<file path="config.mk">
export PLATFORM = sky130hd
export DESIGN_NAME = ext_seq_mult_execute_flat
export DESIGN_NICKNAME = d
export VERILOG_FILES = /design/src/rtl/ext_seq_mult_execute_if.sv /design/src/rtl/ext_seq_mult_execute.sv /design/src/flat_wrapper.sv
export SDC_FILE = /design/constraint.sdc
export NUM_CORES = 1
export LEC_CHECK = 0
export BUFFER_PORTS_ARGS = -buffer_cell sky130_fd_sc_hd__buf_2
export CAP_MARGIN = 15
export CORE_ASPECT_RATIO = 1.75
export CORE_MARGIN = 1
export CORE_UTILIZATION = 57
export CTS_CLUSTER_DIAMETER = 120
export DETAILED_ROUTE_END_ITERATION = 8
export PLACE_DENSITY_LB_ADDON = 0.1
export SYNTH_ARGS = -nofsm -noshare
export SYNTH_HDL_FRONTEND = slang
export SYNTH_SLANG_ARGS = --single-unit
</file>
<file path="constraint.sdc">
create_clock -name CLK -period 7.9 [get_ports CLK]
set_clock_uncertainty 0.1 [all_clocks]
set_input_delay 1.58 -clock CLK [delete_from_list [all_inputs] [get_ports CLK]]
set_output_delay 1.58 -clock CLK [all_outputs]
set_load 0.01 [all_outputs]
</file>
<file path="src/rtl/ext_seq_mult_execute_if.sv">
// rtl/ext_seq_mult_execute_if.sv - RISC-MGMT execute handshake between RISC-MGMT and the extension
interface ext_seq_mult_execute_if #(
  parameter int WORD_W = 32
);
  logic              start;
  logic [1:0]        op_sel;
  logic [WORD_W-1:0] rdata_s_0;
  logic [WORD_W-1:0] rdata_s_1;
  logic [WORD_W-1:0] pc;
  logic              busy;
  logic              reg_w;
  logic [WORD_W-1:0] reg_wdata;
  logic              exception;
  logic              branch_jump;
  logic [WORD_W-1:0] br_j_addr;

  modport master (
    output start, op_sel, rdata_s_0, rdata_s_1, pc,
    input  busy, reg_w, reg_wdata, exception, branch_jump, br_j_addr
  );

  modport slave (
    input  start, op_sel, rdata_s_0, rdata_s_1, pc,
    output busy, reg_w, reg_wdata, exception, branch_jump, br_j_addr
  );
endinterface

</file>
<file path="src/rtl/ext_seq_mult_execute.sv">
// rtl/ext_seq_mult_execute.sv - extension execute stage: radix-2 sequential MUL/MULHU and single-cycle BRNZ
module ext_seq_mult_execute #(
  parameter int WORD_W = 32,
  parameter int CNT_W  = 6
) (
  input  logic                   CLK,
  input  logic                   RST,
  ext_seq_mult_execute_if.slave  bus
);
  typedef enum logic [1:0] {IDLE, MULT, DONE} state_t;

  state_t                state;
  logic [2*WORD_W-1:0]   product;
  logic [WORD_W-1:0]     mcand;
  logic [WORD_W-1:0]     mplier;
  logic [CNT_W-1:0]      cnt;
  logic                  op_hi;

  logic                  accept;
  logic                  mult_op;
  logic                  brnz_op;
  logic                  ill_op;
  logic                  taken;
  logic [WORD_W:0]       sum;
  logic [WORD_W-1:0]     target;

  // A start seen mid-multiply is dropped entirely, including BRNZ and illegal ops.
  assign accept  = bus.start & (state != MULT) & ~RST;
  assign mult_op = accept & ~bus.op_sel[1];
  assign brnz_op = accept & (bus.op_sel == 2'b10);
  assign ill_op  = accept & (bus.op_sel == 2'b11);

  assign sum    = {1'b0, product[2*WORD_W-1:WORD_W]} + (mplier[0] ? {1'b0, mcand} : '0);
  assign target = bus.pc + bus.rdata_s_1;
  assign taken  = brnz_op & (bus.rdata_s_0 != '0);

  assign bus.busy        = ~RST & ((state == MULT) | mult_op);
  assign bus.reg_w       = (state == DONE);
  assign bus.reg_wdata   = (state != DONE) ? '0 :
                           (op_hi ? product[2*WORD_W-1:WORD_W] : product[WORD_W-1:0]);
  assign bus.branch_jump = taken;
  assign bus.br_j_addr   = taken ? target : '0;
  assign bus.exception   = (taken & (target[1:0] != 2'b00)) | ill_op;

  always_ff @(posedge CLK or posedge RST) begin
    if (RST) begin
      state   <= IDLE;
      product <= '0;
      mcand   <= '0;
      mplier  <= '0;
      cnt     <= '0;
      op_hi   <= 1'b0;
    end else begin
      case (state)
        MULT: begin
          // Add into the upper half, then shift the whole accumulator right by one.
          product <= {sum, product[WORD_W-1:1]};
          mplier  <= mplier >> 1;
          cnt     <= cnt + 1'b1;
          if (cnt == CNT_W'(WORD_W - 1))
            state <= DONE;
        end
        default: begin
          if (mult_op) begin
            mcand   <= bus.rdata_s_0;
            mplier  <= bus.rdata_s_1;
            product <= '0;
            cnt     <= '0;
            op_hi   <= bus.op_sel[0];
            state   <= MULT;
          end else begin
            state <= IDLE;
          end
        end
      endcase
    end
  end
endmodule

</file>
<file path="src/flat_wrapper.sv">
// flat-port wrapper written by rule: the top's interface ports become plain ports
module ext_seq_mult_execute_flat 
#(
  parameter int WORD_W = 32,
  parameter int CNT_W  = 6
)
  (CLK, RST, bus_start, bus_op_sel, bus_rdata_s_0, bus_rdata_s_1, bus_pc, bus_busy, bus_reg_w, bus_reg_wdata, bus_exception, bus_branch_jump, bus_br_j_addr);
  ext_seq_mult_execute_if #(.WORD_W(WORD_W)) bus_i ();
  input  logic CLK;
  input  logic RST;
  input wire logic [$bits(bus_i.start)-1:0] bus_start;
  input wire logic [$bits(bus_i.op_sel)-1:0] bus_op_sel;
  input wire logic [$bits(bus_i.rdata_s_0)-1:0] bus_rdata_s_0;
  input wire logic [$bits(bus_i.rdata_s_1)-1:0] bus_rdata_s_1;
  input wire logic [$bits(bus_i.pc)-1:0] bus_pc;
  output wire logic [$bits(bus_i.busy)-1:0] bus_busy;
  output wire logic [$bits(bus_i.reg_w)-1:0] bus_reg_w;
  output wire logic [$bits(bus_i.reg_wdata)-1:0] bus_reg_wdata;
  output wire logic [$bits(bus_i.exception)-1:0] bus_exception;
  output wire logic [$bits(bus_i.branch_jump)-1:0] bus_branch_jump;
  output wire logic [$bits(bus_i.br_j_addr)-1:0] bus_br_j_addr;
  assign bus_i.start = bus_start;
  assign bus_i.op_sel = bus_op_sel;
  assign bus_i.rdata_s_0 = bus_rdata_s_0;
  assign bus_i.rdata_s_1 = bus_rdata_s_1;
  assign bus_i.pc = bus_pc;
  assign bus_busy = bus_i.busy;
  assign bus_reg_w = bus_i.reg_w;
  assign bus_reg_wdata = bus_i.reg_wdata;
  assign bus_exception = bus_i.exception;
  assign bus_branch_jump = bus_i.branch_jump;
  assign bus_br_j_addr = bus_i.br_j_addr;
  ext_seq_mult_execute #(.WORD_W(WORD_W), .CNT_W(CNT_W)) u_core (.CLK(CLK), .RST(RST), .bus(bus_i));
endmodule
</file>
# After elaboration in Yosys (flattened, before gate mapping)
# Index checks and enable logic that the tools add are counted.
# op_classes
n_addsub	3
eq_ne	8
n_mux	13
bitwise_logic	13
n_reduce_logical	4
# op_table
op	count
$mux 32	6
$mux 64	2
$add 32x33->33	1
$add 32x32->32	1
$reduce_bool 32->1	1
$mux 6	2
$and 1x1->1	8
$add 6x1->6 const B	1
$eq 2x2->1 const B	3
$eq 6x5->1 const B	1
$mux 2	2
$ne 2x2->1 const B	2
$reduce_bool 2->1	2
$not 1->1	3
$eq 2x1->1 const B	1
$ne 2x1->1 const B	1
$or 1x1->1	2
$reduce_and 2->1	1
$mux 1	1
# word_totals
reg_bits	137
output_inout_bits	68
elab_cells	47

# Logic depth before layout (Yosys ltp)
# depth
word_depth	7
mapped_depth	12
depth_no_buf	11

# Worst setup path after synthesis
# Ideal clock, no wire load.
# synth_timing
kind	input-to-output
startpoint	input port RST
endpoint	output port bus_br_j_addr[14]
arrival_time_ns	5.921
required_ns	6.220
setup_slack_ns	0.299
stages	7
n_path_buf	2
cell_sequence	inv_1 -> nand2_1 -> nor2_1 -> o2111ai_2 -> clkbuf_1 -> buf_1 -> nor2_1
# synth_between
elab_chain_len	5
# synth_rtl
element	line_no	rtl
start, declared	flat_wrapper.sv:10	input logic RST;
$not 1->1	ext_seq_mult_execute.sv:28	assign accept = bus.start & (state != MULT) & ~RST;
$and 1x1->1	ext_seq_mult_execute.sv:28	
$and 1x1->1	ext_seq_mult_execute.sv:30	assign brnz_op = accept & (bus.op_sel == 2'b10);
$and 1x1->1	ext_seq_mult_execute.sv:35	assign taken = brnz_op & (bus.rdata_s_0 != '0);
$mux 32	ext_seq_mult_execute.sv:42	assign bus.br_j_addr = taken ? target : '0;
end, declared	flat_wrapper.sv:21	output wire logic [$bits(bus_i.br_j_addr)-1:0] bus_br_j_addr;
# Every way passes these cells.

# Final worst setup path
# layout_timing
startpoint	input port bus_rdata_s_1[0]
endpoint	output port bus_br_j_addr[28]
# layout_between
elab_chain_len	2
# layout_rtl
element	line_no	rtl
start, declared	flat_wrapper.sv:14	input wire logic [$bits(bus_i.rdata_s_1)-1:0] bus_rdata_s_1;
$add 32x32->32	ext_seq_mult_execute.sv:34	assign target = bus.pc + bus.rdata_s_1;
$mux 32	ext_seq_mult_execute.sv:42	
# Every way passes these cells.

==> reports/qor.txt <==
CTS clk-pin slew, worst paths = 0.06 ns
Slowest cell on crit path = a221oi_1
total power = 0.00370 W
initial DRC count = 284
clock share of power = 25.0%
FF/Latch Area = 3430 um^2
Logic pwr share = 42.1%
Layout fillers = 1426
Hold WC Path Type = register to register
Max-slew headroom = 30.7%
Worst Path Class, Setup = input port to primary output
ys flop type = dfrtp_1
Pleak = 5.32 nW
Synth top area share = 35.9%
maximum fanout along the worst path = 5
final critical-path share of the clock period = 76.8%
Num CTS Buffers = 17
Vias = 8804
Arr. time, crit path = 4.38 ns
CP bufs+invs = 3
switching pwr = 0.00143 W
sequential power share = 32.8%
endpoints failing setup = 0
# hold bufs at CTS = 0
Top delay family on crit path = compound AO/OA/AOI/OAI gates
io pins = 169
Syn Area/Cell = 8.88 um^2
# port buffers = 168
Final WS setup = 1.84 ns
setup bufs post-CTS = 0
Die X = 99.9 um
Slew Viols, Final = 0
Fin. Hold Viols = 0
Seq cells post-synth = 137
Synth-to-Final Area Change = 17.6%
gpl congestion = 0.933
Non-Filler Instances = 1457
CTS Buffer Depth = 2
CTS tree = yes
core area = 16400 um^2
worst skew pair latency = 0.44 ns
pwr dens = 329 nW/um^2
Sw Share = 38.6%
antenna violations before repair = 1
Non-Filler Cell Area, Final = 11200 um^2
Overflow after GRT = 0
P_int = 0.00228 W
slowest cell delay on critical path = 0.71 ns
vias per cell = 6.04
Async S/R FF share, synth = 100%
count of cell types in the netlist = 75
CTS Sinks = 137
peak supply drop = 0.161 mV
top-count cell post-synth = nor2_1
area of the multi-input gates = 5820 um^2
YS warnings = 0
number of synthesized flops with an enable pin = 0
gate count of the mapped netlist = 1077
H-tree depth = 4
area leader, netlist = dfrtp_1
Detailed Place HPWL = 19100 um
RSZ-0062 raised after global routing = false
routed len/inst = 17.8 um
Root Driver = clkbuf_16
worst-margin pin slew = 1.04 ns
fin crit period = 6.06 ns
Synth area leaders = dfrtp_1 (36%), ha_1 (8.4%), nor2_1 (5.8%)
Cell Area, Placed = 10600 um^2
first-pass GRT wire length = 42100 um
vias in the first global route = 8962
Mapped Area = 9560 um^2
dpl cells = 1424
Routed WL = 26000 um
synth cell count leaders = nor2_1 (148), dfrtp_1 (137), nand2_1 (68), ha_1 (64), a21oi_1 (61)
drt pass-1 iters = 5
CP cell instances = buf_2 > ha_1 > inv_1 > fa_1 > nor2b_1 > o31a_1 > o211ai_1 > a221oi_1 > and3_1 > nor3_1 > nor3_1 > buf_2
register area share after synthesis = 35.9%
max-cap violation count = 0
Die ar. = 17300 um^2
layout cells sized above 1 = 21.4%
Starting Density = 58.1%
Cell Rows = 62
Nets = 1386
Synth Net Count = 1244
Peak Freq = 0.165 GHz
Sum Neg Setup Slack = 0 ns
setup slack at placement = 1.95 ns
CP endpoint kind = primary output
Global Route Usage Sum = 31.2%
Residual DRC = 0
pin count of the biggest net entering global routing = 76
Critical Path Start Type = input port
critical path required time = 6.22 ns
DIE HEIGHT = 173 um
status = completed
post-route ant nets = 0
post_cts resized = 0
## through the flow
| stage | hold WS (ns) | utilization [%] |
|---|---|---|
| finish | 0.397 | 68.4 |
| global route | 0.415 | 68.4 |
| CTS | 0.400 | 68.4 |
| detailed placement | 0.385 | 64.2 |
| global placement | 0.381 | 64.2 |
| floorplan | 0.348 | - |
## registers in the layout (all words and copies together), names as in the netlist
signal	count
u_core.product	64
u_core.mcand	32
u_core.mplier	32
u_core.cnt	6
u_core.state	2
u_core.op_hi	1
## power groups by stage
stage               combinational (W)  clock (W)  sequential, W
floorplan                     0.00126          0        0.00111
global placement              0.00152          0        0.00121
detailed placement            0.00154          0        0.00122
CTS                           0.00156   0.000940        0.00121
global route                  0.00174   0.000964        0.00125
finish                        0.00156   0.000927        0.00122
## kinds of logic (layout without fill, tap and decap cells)
group	after synthesis	after routing	synth area share (%)
xor+xnor	38	38	3.48
other cells	0	1	0
flops	137	137	35.9
buf+inv	83	238	3.47
simple gates	375	375	18.7
mux	66	66	7.34
fa+ha+maj	66	66	8.79
compound gates	312	312	22.3
## worst register-to-register path: cells and delay by family (launching register included)
family | cells | cell delay [ns]
flops | 1 | 0.99
buf+inv | 1 | 0.06
fa+ha+maj | 2 | 0.59
compound gates | 4 | 1.10
simple gates | 4 | 0.70
## area by class of cell
class / count / share of cell area [%]
Antenna cell: 1 / 0.0223
Clock buffer: 21 / 4.18
Clock inverter: 11 / 1.91
Inverter: 29 / 1.01
Multi-Input combinational cell: 857 / 51.8
Sequential cell: 137 / 30.5
Tap cell: 224 / 2.49
Timing Repair Buffer: 177 / 8.08
## placed cells by master, fill, tap and decap left out, types with 16 or more instances in the layout
cell type  netlist  layout
ha_1            64      64
o21ai_0         51      51
inv_1           29      28
mux2i_1         33      33
a21oi_1         61      61
a22o_1          35      35
dfrtp_1        137     136
nand4_1         16      16
mux2_2          32      32
nand2_1         68      67
and2_1          42      42
xor2_1          18      18
xnor2_1         20      20
nor3_1          17      17
buf_2            1     168
a21o_1          27      27
nand3_1         32      32
o22ai_1         32      32
clkbuf_16        0      17
nor2_1         148     147
## final timing paths
path	startpoint	to	slack (ns)	cells after the start
worst max-delay path	bus_rdata_s_1[0]	bus_br_j_addr[28]	1.84	12
worst min-delay path	u_core.mcand[5]	u_core.mcand[5]	0.40	1
worst max register to register	u_core.mplier[0]	u_core.product[55]	4.26	11
worst min register to register	u_core.mcand[5]	u_core.mcand[5]	0.40	1
max in group asynchronous	RST	u_core.mcand[18]	5.65	3
min in group asynchronous	RST	u_core.product[3]	1.03	2
## routing by layer
layer / part of all wire (%) / wire length, um / vias up / global-route usage [%]
li1: - / - / 4223 / -
met1: 37 / 9480 / 4233 / 31.1
met2: 55 / 14200 / 255 / 58.2
met3: 3.7 / 954 / 93 / 5.48
met4: 5.2 / 1340 / 0 / 19.2
met5: 0 / 0 / - / 0
Note: power is estimated with default switching activity, not from simulation.
